==> config.mk <==
export PLATFORM = sky130hd
export DESIGN_NAME = uart_rx
export DESIGN_NICKNAME = d
export VERILOG_FILES = /design/src/rtl/uart_rx.sv
export SDC_FILE = /design/constraint.sdc
export NUM_CORES = 1
export LEC_CHECK = 0
export BUFFER_PORTS_ARGS = -buffer_cell sky130_fd_sc_hd__buf_4
export CAP_MARGIN = 20
export CORE_MARGIN = 2
export CORE_UTILIZATION = 63
export DETAILED_ROUTE_END_ITERATION = 6
export GPL_ROUTABILITY_DRIVEN = 0
export PLACE_DENSITY = 0.95
export SYNTH_ARGS = -nofsm -noshare
export SYNTH_HDL_FRONTEND = slang
export SYNTH_SLANG_ARGS = --single-unit
==> constraint.sdc <==
create_clock -name CLK -period 3.75 [get_ports CLK]
set_input_delay 0.375 -clock CLK [delete_from_list [all_inputs] [get_ports CLK]]
set_output_delay 0.375 -clock CLK [all_outputs]
set_load 0.02 [all_outputs]
==> src/rtl/uart_rx.sv <==
// uart_rx: oversampling UART receiver.
//   Recovers start / data / optional parity / stop bits from the serial line.
//   Each bit is decided by a 3-sample majority around the bit centre.
//   Received bytes appear on P_DATA together with a one-cycle data_valid pulse.
//   Parity and stop failures give one-cycle error pulses, and the byte is dropped.
//
// Ports
//   CLK           oversampling clock, Prescale cycles per bit
//   RST           asynchronous active-low reset
//   RX_IN         serial line, idle high
//   Prescale      oversampling ratio (even, 8..32), latched per frame
//   PAR_EN        frame carries a parity bit, latched per frame
//   PAR_TYP       0 even / 1 odd parity, latched per frame
//   P_DATA        last correctly received byte
//   data_valid    one-cycle pulse, P_DATA updated
//   parity_error  one-cycle pulse on parity mismatch
//   stop_error    one-cycle pulse when the stop bit samples 0
//   busy          high while a frame is in progress
//
// state  | meaning
// -------+-----------------------------------------------------
// IDLE   | line idle, waiting for rx_s low
// START  | start bit; a majority of 1 is a glitch -> IDLE
// DATA   | Data_width data bits, LSB first, shifted in at MSB
// PARITY | parity bit, mismatch flag held until STOP
// STOP   | stop bit; frame evaluated at its last cycle

module uart_rx #(
    parameter int Data_width = 8
) (
    input  logic                  CLK,
    input  logic                  RST,
    input  logic                  RX_IN,
    input  logic [5:0]            Prescale,
    input  logic                  PAR_EN,
    input  logic                  PAR_TYP,
    output logic [Data_width-1:0] P_DATA,
    output logic                  data_valid,
    output logic                  parity_error,
    output logic                  stop_error,
    output logic                  busy
);

    localparam int CW = (Data_width > 1) ? $clog2(Data_width) : 1;
    localparam logic [CW-1:0] LAST_BIT = CW'(Data_width - 1);

    typedef enum logic [2:0] {
        IDLE,
        START,
        DATA,
        PARITY,
        STOP
    } state_t;

    state_t                state;
    logic                  rx_meta;
    logic                  rx_s;
    logic [5:0]            edge_cnt;
    logic [CW-1:0]         bit_cnt;
    logic [5:0]            pre_l;
    logic                  par_en_l;
    logic                  par_typ_l;
    logic [1:0]            samp;
    logic [Data_width-1:0] shreg;
    logic                  par_err;
    logic                  stop_ok;

    logic [5:0]            half;
    logic                  at_s0;
    logic                  at_s1;
    logic                  at_dec;
    logic                  bit_end;
    logic                  maj;
    logic                  exp_par;

    always_ff @(posedge CLK or negedge RST) begin
        if (!RST) begin
            rx_meta <= 1'b1;
            rx_s    <= 1'b1;
        end else begin
            rx_meta <= RX_IN;
            rx_s    <= rx_meta;
        end
    end

    assign half    = pre_l >> 1;
    assign at_s0   = (edge_cnt == half - 6'd2);
    assign at_s1   = (edge_cnt == half - 6'd1);
    assign at_dec  = (edge_cnt == half);
    assign bit_end = (edge_cnt == pre_l - 6'd1);
    // third sample is the live rx_s at the decision cycle
    assign maj     = (samp[0] & samp[1]) | (samp[0] & rx_s) | (samp[1] & rx_s);
    assign exp_par = par_typ_l ? ~^shreg : ^shreg;

    always_ff @(posedge CLK or negedge RST) begin
        if (!RST) begin
            state        <= IDLE;
            edge_cnt     <= '0;
            bit_cnt      <= '0;
            pre_l        <= 6'd8;
            par_en_l     <= 1'b0;
            par_typ_l    <= 1'b0;
            samp         <= 2'b11;
            shreg        <= '0;
            par_err      <= 1'b0;
            stop_ok      <= 1'b1;
            P_DATA       <= '0;
            data_valid   <= 1'b0;
            parity_error <= 1'b0;
            stop_error   <= 1'b0;
            busy         <= 1'b0;
        end else begin
            data_valid   <= 1'b0;
            parity_error <= 1'b0;
            stop_error   <= 1'b0;

            if (state != IDLE) begin
                edge_cnt <= bit_end ? 6'd0 : edge_cnt + 6'd1;
                if (at_s0) samp[0] <= rx_s;
                if (at_s1) samp[1] <= rx_s;
            end

            case (state)
                IDLE: begin
                    edge_cnt <= '0;
                    if (!rx_s) begin
                        state     <= START;
                        busy      <= 1'b1;
                        bit_cnt   <= '0;
                        par_err   <= 1'b0;
                        pre_l     <= Prescale;
                        par_en_l  <= PAR_EN;
                        par_typ_l <= PAR_TYP;
                    end
                end
                START: begin
                    if (at_dec && maj) begin
                        state    <= IDLE;
                        busy     <= 1'b0;
                        edge_cnt <= '0;
                    end else if (bit_end) begin
                        state <= DATA;
                    end
                end
                DATA: begin
                    if (at_dec) shreg <= {maj, shreg[Data_width-1:1]};
                    if (bit_end) begin
                        if (bit_cnt == LAST_BIT) begin
                            bit_cnt <= '0;
                            state   <= par_en_l ? PARITY : STOP;
                        end else begin
                            bit_cnt <= bit_cnt + 1'b1;
                        end
                    end
                end
                PARITY: begin
                    if (at_dec) par_err <= (maj != exp_par);
                    if (bit_end) state <= STOP;
                end
                STOP: begin
                    if (at_dec) stop_ok <= maj;
                    if (bit_end) begin
                        if (!stop_ok) begin
                            stop_error <= 1'b1;
                        end else if (par_en_l && par_err) begin
                            parity_error <= 1'b1;
                        end else begin
                            P_DATA     <= shreg;
                            data_valid <= 1'b1;
                        end
                        // rx_s in this last cycle is already the next frame's
                        // first start sample, so chain straight into START to
                        // keep back-to-back frames on the same latency.
                        if (!rx_s) begin
                            state     <= START;
                            par_err   <= 1'b0;
                            pre_l     <= Prescale;
                            par_en_l  <= PAR_EN;
                            par_typ_l <= PAR_TYP;
                        end else begin
                            state <= IDLE;
                            busy  <= 1'b0;
                        end
                    end
                end
                default: begin
                    state <= IDLE;
                    busy  <= 1'b0;
                end
            endcase
        end
    end

endmodule

After elaboration in Yosys (flattened, before gate mapping)
Index checks and enable logic that the tools add are counted.
Storage, ports and cells
  register bits after elaboration: 46
  bits of input ports: 11
  output and inout port bits: 12
  logic and storage cells: 117
Operators by class
  $add $sub $neg: 5
  equality and inequality tests: 19
  muxes and demuxes: 48
  bitwise gates (word level): 7
  reductions and logical operators: 20
Operators by type and width (count)
  $mux 3: 11
  $mux 6: 5
  $mux 1: 24
  $pmux 6 s2: 2
  $eq 6x6->1: 3
  $ne 2x2->1 const B: 8
  $pmux 3 s5: 1
  $reduce_and 2->1: 5
  $reduce_xnor 8->1: 1
  $reduce_xor 8->1: 1
  $add 6x1->6 const B: 1
  $eq 3x2->1 const B: 2
  $eq 3x3->1 const B: 2
  $eq 6x5->1: 1
  $pmux 3 s2: 1
  $reduce_and 3->1: 2
  $reduce_and 6->1: 1
  $reduce_bool 3->1: 2
  $sub 5x1->6 const B: 1
  $sub 5x2->6 const B: 1
  $sub 6x1->6 const B: 1
  $reduce_and 5->1: 1
  $pmux 1 s2: 2
  $pmux 1 s4: 1
  other kinds (13): 19

Longest topological paths before layout
  depth in word-level cells: 6
  depth in mapped cells: 10
  mapped depth without buffers: 8

Worst setup path after synthesis
No wires, ideal clock.
  path type: register to register
  start: reg pre_l[3]
  end: reg P_DATA[0]
  library setup time: 0.125 ns
  data arrival time: 2.205 ns
  path slack: 1.420 ns
  stages on the path, launching flop included: 10
  path buffers: 1
  path through: dfstp_2 -> buf_2 -> inv_1 -> ha_1 -> inv_1 -> o21ai_0 -> xnor2_1 -> nand4_2 -> nor3_4 -> mux2_2
On the way
  word-level cells in the longest chain between the ends: 3
Ends and longest elaborated chain
  start, declared: line 60  | logic [5:0] pre_l;
  start signal, assigned: line 131  | pre_l <= Prescale;
  start signal, assigned: line 177  | pre_l <= Prescale;
  $sub 6x1->6: line 90  | assign bit_end = (edge_cnt == pre_l - 6'd1);
  $eq 6x6->1: line 90
  $reduce_and 4->1 (no source line)
  end signal, assigned: line 168  | P_DATA <= shreg;
  end, declared: line 37  | output logic [Data_width-1:0] P_DATA,
Every way passes these cells.
A chain may end at the register's enable or synchronous reset.

Final worst setup path
  start: reg pre_l[3]
  end: reg P_DATA[6]
The elaborated chain is that of the path after synthesis.

==> qor.yml <==
cts:
  cts_made_buffers: 5
  clockRootBuffer: "clkbuf_8"
  clk_pin_slew_worst_paths_ns: 0.09
  cts_tree: "yes"
  clockBufferDepth: 2
  postCtsSetupRepairBufs: 0
  clock-sinks: 46
  cts_max_level: 2
  hold_buffers: 0
  worst_skew_pair.late_latency_ns: 0.31
  post_cts_resize_count: 0
power_and_ir_drop:
  vdd_drop_max_uv: 587
  power_uw: 1830
  p_per_area_mw_per_mm2: 655
  leakage_uw: 0.00134
synthesis:
  synthTopCellsByCount: "dfrtp_1, mux2_2, nand2_1"
  syn_nets: 258
  ys_types: 39
  ys_top_cells_by_area: "dfrtp_1, mux2_2, xnor2_1"
  yosysSeqAreaShare_pct: 45.8
  synth_seq_cells: 46
  synth_warnings: 0
  synth_edf_count: 0
  synth_top_area_cell: "dfrtp_1"
  synth-main-ff-cell: "dfrtp_1"
  syn-instance-count: 239
  synth.avg_cell_area_um2: 10.6
  synthesis.area_mm2: 0.00253
  synth_most_common_cell: "dfrtp_1"
  synth_top_cell_area_share_pct: 39.6
  synthArstFlopShare_pct: 100
job:
  drv_cap: 0
route:
  dr.pass1.iters: 4
  ant_nets: 0
  drc_errors: 0
  drt_iter0_markers: 135
  routed_wl_um: 5240
  vias_per_cell: 6.05
  post_drt_wl_per_cell_um: 16.9
  vias: 1874
global_routing:
  antenna_found_initial: 0
  grt_util_all_layers_pct: 26.4
  grt_pass1_wl_um: 8580
  grt_overflow: 0
  grt_pass1_vias: 1807
  grt_max_degree: 47
worst_setup_path:
  end_kind: "register"
  crit_fanout: 9
  reg2reg_from: "pre_l[3]"
  r2r_setup_slack_ns: 1.08
  cp_num_buf_inv: 2
  path_delay_family: "simple AND/OR/NAND/NOR gates"
  critPathRequiredTime_ns: 3.95
  worst_path_max_delay_cell: "dfstp_2"
  critical_path_class: "register to register"
  max_stage_delay_ns: 0.63
  path_cells: "inv_1, ha_1, inv_1, o21ai_0, xnor2_1, nand4_2, nor3_4, mux2_2"
  cp.arrival_ns: 2.87
  startpoint: "pre_l[3]"
  start_kind: "register"
  cp_common_cell: "inv_1"
floorplan:
  start_util_pct: 64.1
  dieArea_mm2: 0.00454
  core-area_mm2: 0.00394
  dieHeight_um: 67.4
  die_w_um: 67.4
  rows: 23
  ioPinCount: 23
timing:
  finalCritPeriodShare_pct: 71.2
  finalClockSkew_ns: 0.0125
  fin_setup_tns_ns: 0
  finalSetupViolCount: 0
  setup_ws_ns: 1.08
  fin_crit_ns: 2.67
  maxSlewHeadroom_pct: 57.8
  max_slew.worst_pin.slew_ns: 0.627
  max_freq_mhz: 375
  rsz0062_at_grt: "no"
  final_hold_viol_count: 0
  finalMaxSlewViolations: 0
worst_hold_path:
  hold_path_class: "input port to asynchronous set/reset pin"
status:
  status: "finished, final reports clean"
placed_design:
  numPlacedInstances: 302
  dp_hpwl_um: 3850
  dpl_worst_slack_ns: 1.20
  portBuffers: 22
final_layout:
  syn2layout_area_growth_pct: 10.6
  antenna_cells: 0
  fillCellCount: 250
  final_nets: 278
  drive_above_1_share_pct: 26.9
  instances_no_fill: 310
-- metrics by stage --
step / cell area [um2] / util, % / hold WS, ns
2_1_floorplan: 2530 / - / 0.0794
3_3_place_gp: 2710 / 68.6 / 0.345
5_1_grt: 2800 / 70.9 / 0.0961
6_report: 2800 / 70.9 / 0.0533
4_1_cts: 2800 / 70.9 / 0.0717
3_5_place_dp: 2710 / 68.6 / 0.349
-- power breakdown --
group | internal (uW) | switching [uW]
clock network | 131 | 178
registers | 591 | 136
logic | 354 | 444
-- final cells by class --
class,count,area (um2),area share (%)
repair buffers,22,165,5.91
well taps,50,62.6,2.24
multi-input cells,173,1280,45.7
clock inverters,3,21.3,0.761
inverters,11,41.3,1.48
clock buffers,5,68.8,2.46
flip-flops and latches,46,1160,41.4
-- kinds of logic (layout without fill, tap and decap cells) --
kind of cell / after synthesis / in the layout / share of synthesized area, %
buffers and inverters: 20 / 41 / 3.61
flip-flops: 46 / 46 / 45.8
adder cells (fa/ha/maj): 9 / 9 / 4.35
AO/OA/AOI/OAI: 25 / 25 / 6.28
multiplexers: 31 / 31 / 13.6
AND/OR/NAND/NOR: 75 / 75 / 14.9
XOR/XNOR: 33 / 33 / 11.4
-- per-layer routing --
metal | global-route usage, % | vias up | part of all wire [%]
li1 | - | 856 | -
met1 | 31.2 | 936 | 40
met2 | 45.5 | 61 | 52
met3 | 5.50 | 21 | 4.3
met4 | 13.3 | 0 | 3.5
met5 | 0 | - | 0
-- sequential cells by signal, indices dropped and copies added (netlist names), 2 cells and up --
name and cells:
shreg 8, bit_cnt 3, P_DATA 8, edge_cnt 6, pre_l 6, state 3
samp 2
-- final timing paths --
check,end,cells after the start
max,P_DATA[6],8
min,pre_l[4],1
max reg2reg,P_DATA[6],8
min reg2reg,rx_s,0
max in group asynchronous,edge_cnt[5],1
min in group CLK,rx_meta,1
-- cell usage in the layout (no fill, tap or decap), types with 2 or more instances in the layout --
master	n
a21o_1	2
a21oi_1	3
buf_4	22
clkbuf_8	5
dfrtp_1	40
dfstp_2	6
ha_1	8
inv_1	11
mux2_2	27
mux2i_1	4
nand2_1	23
nand2b_1	2
nand3_1	11
nand4_1	3
nor2_1	17
nor2b_1	3
nor3_1	5
o21ai_0	7
o22ai_1	6
or2_2	2
or3_1	2
xnor2_1	19
xor2_1	14
No activity file was read; power rests on OpenSTA's default activity.
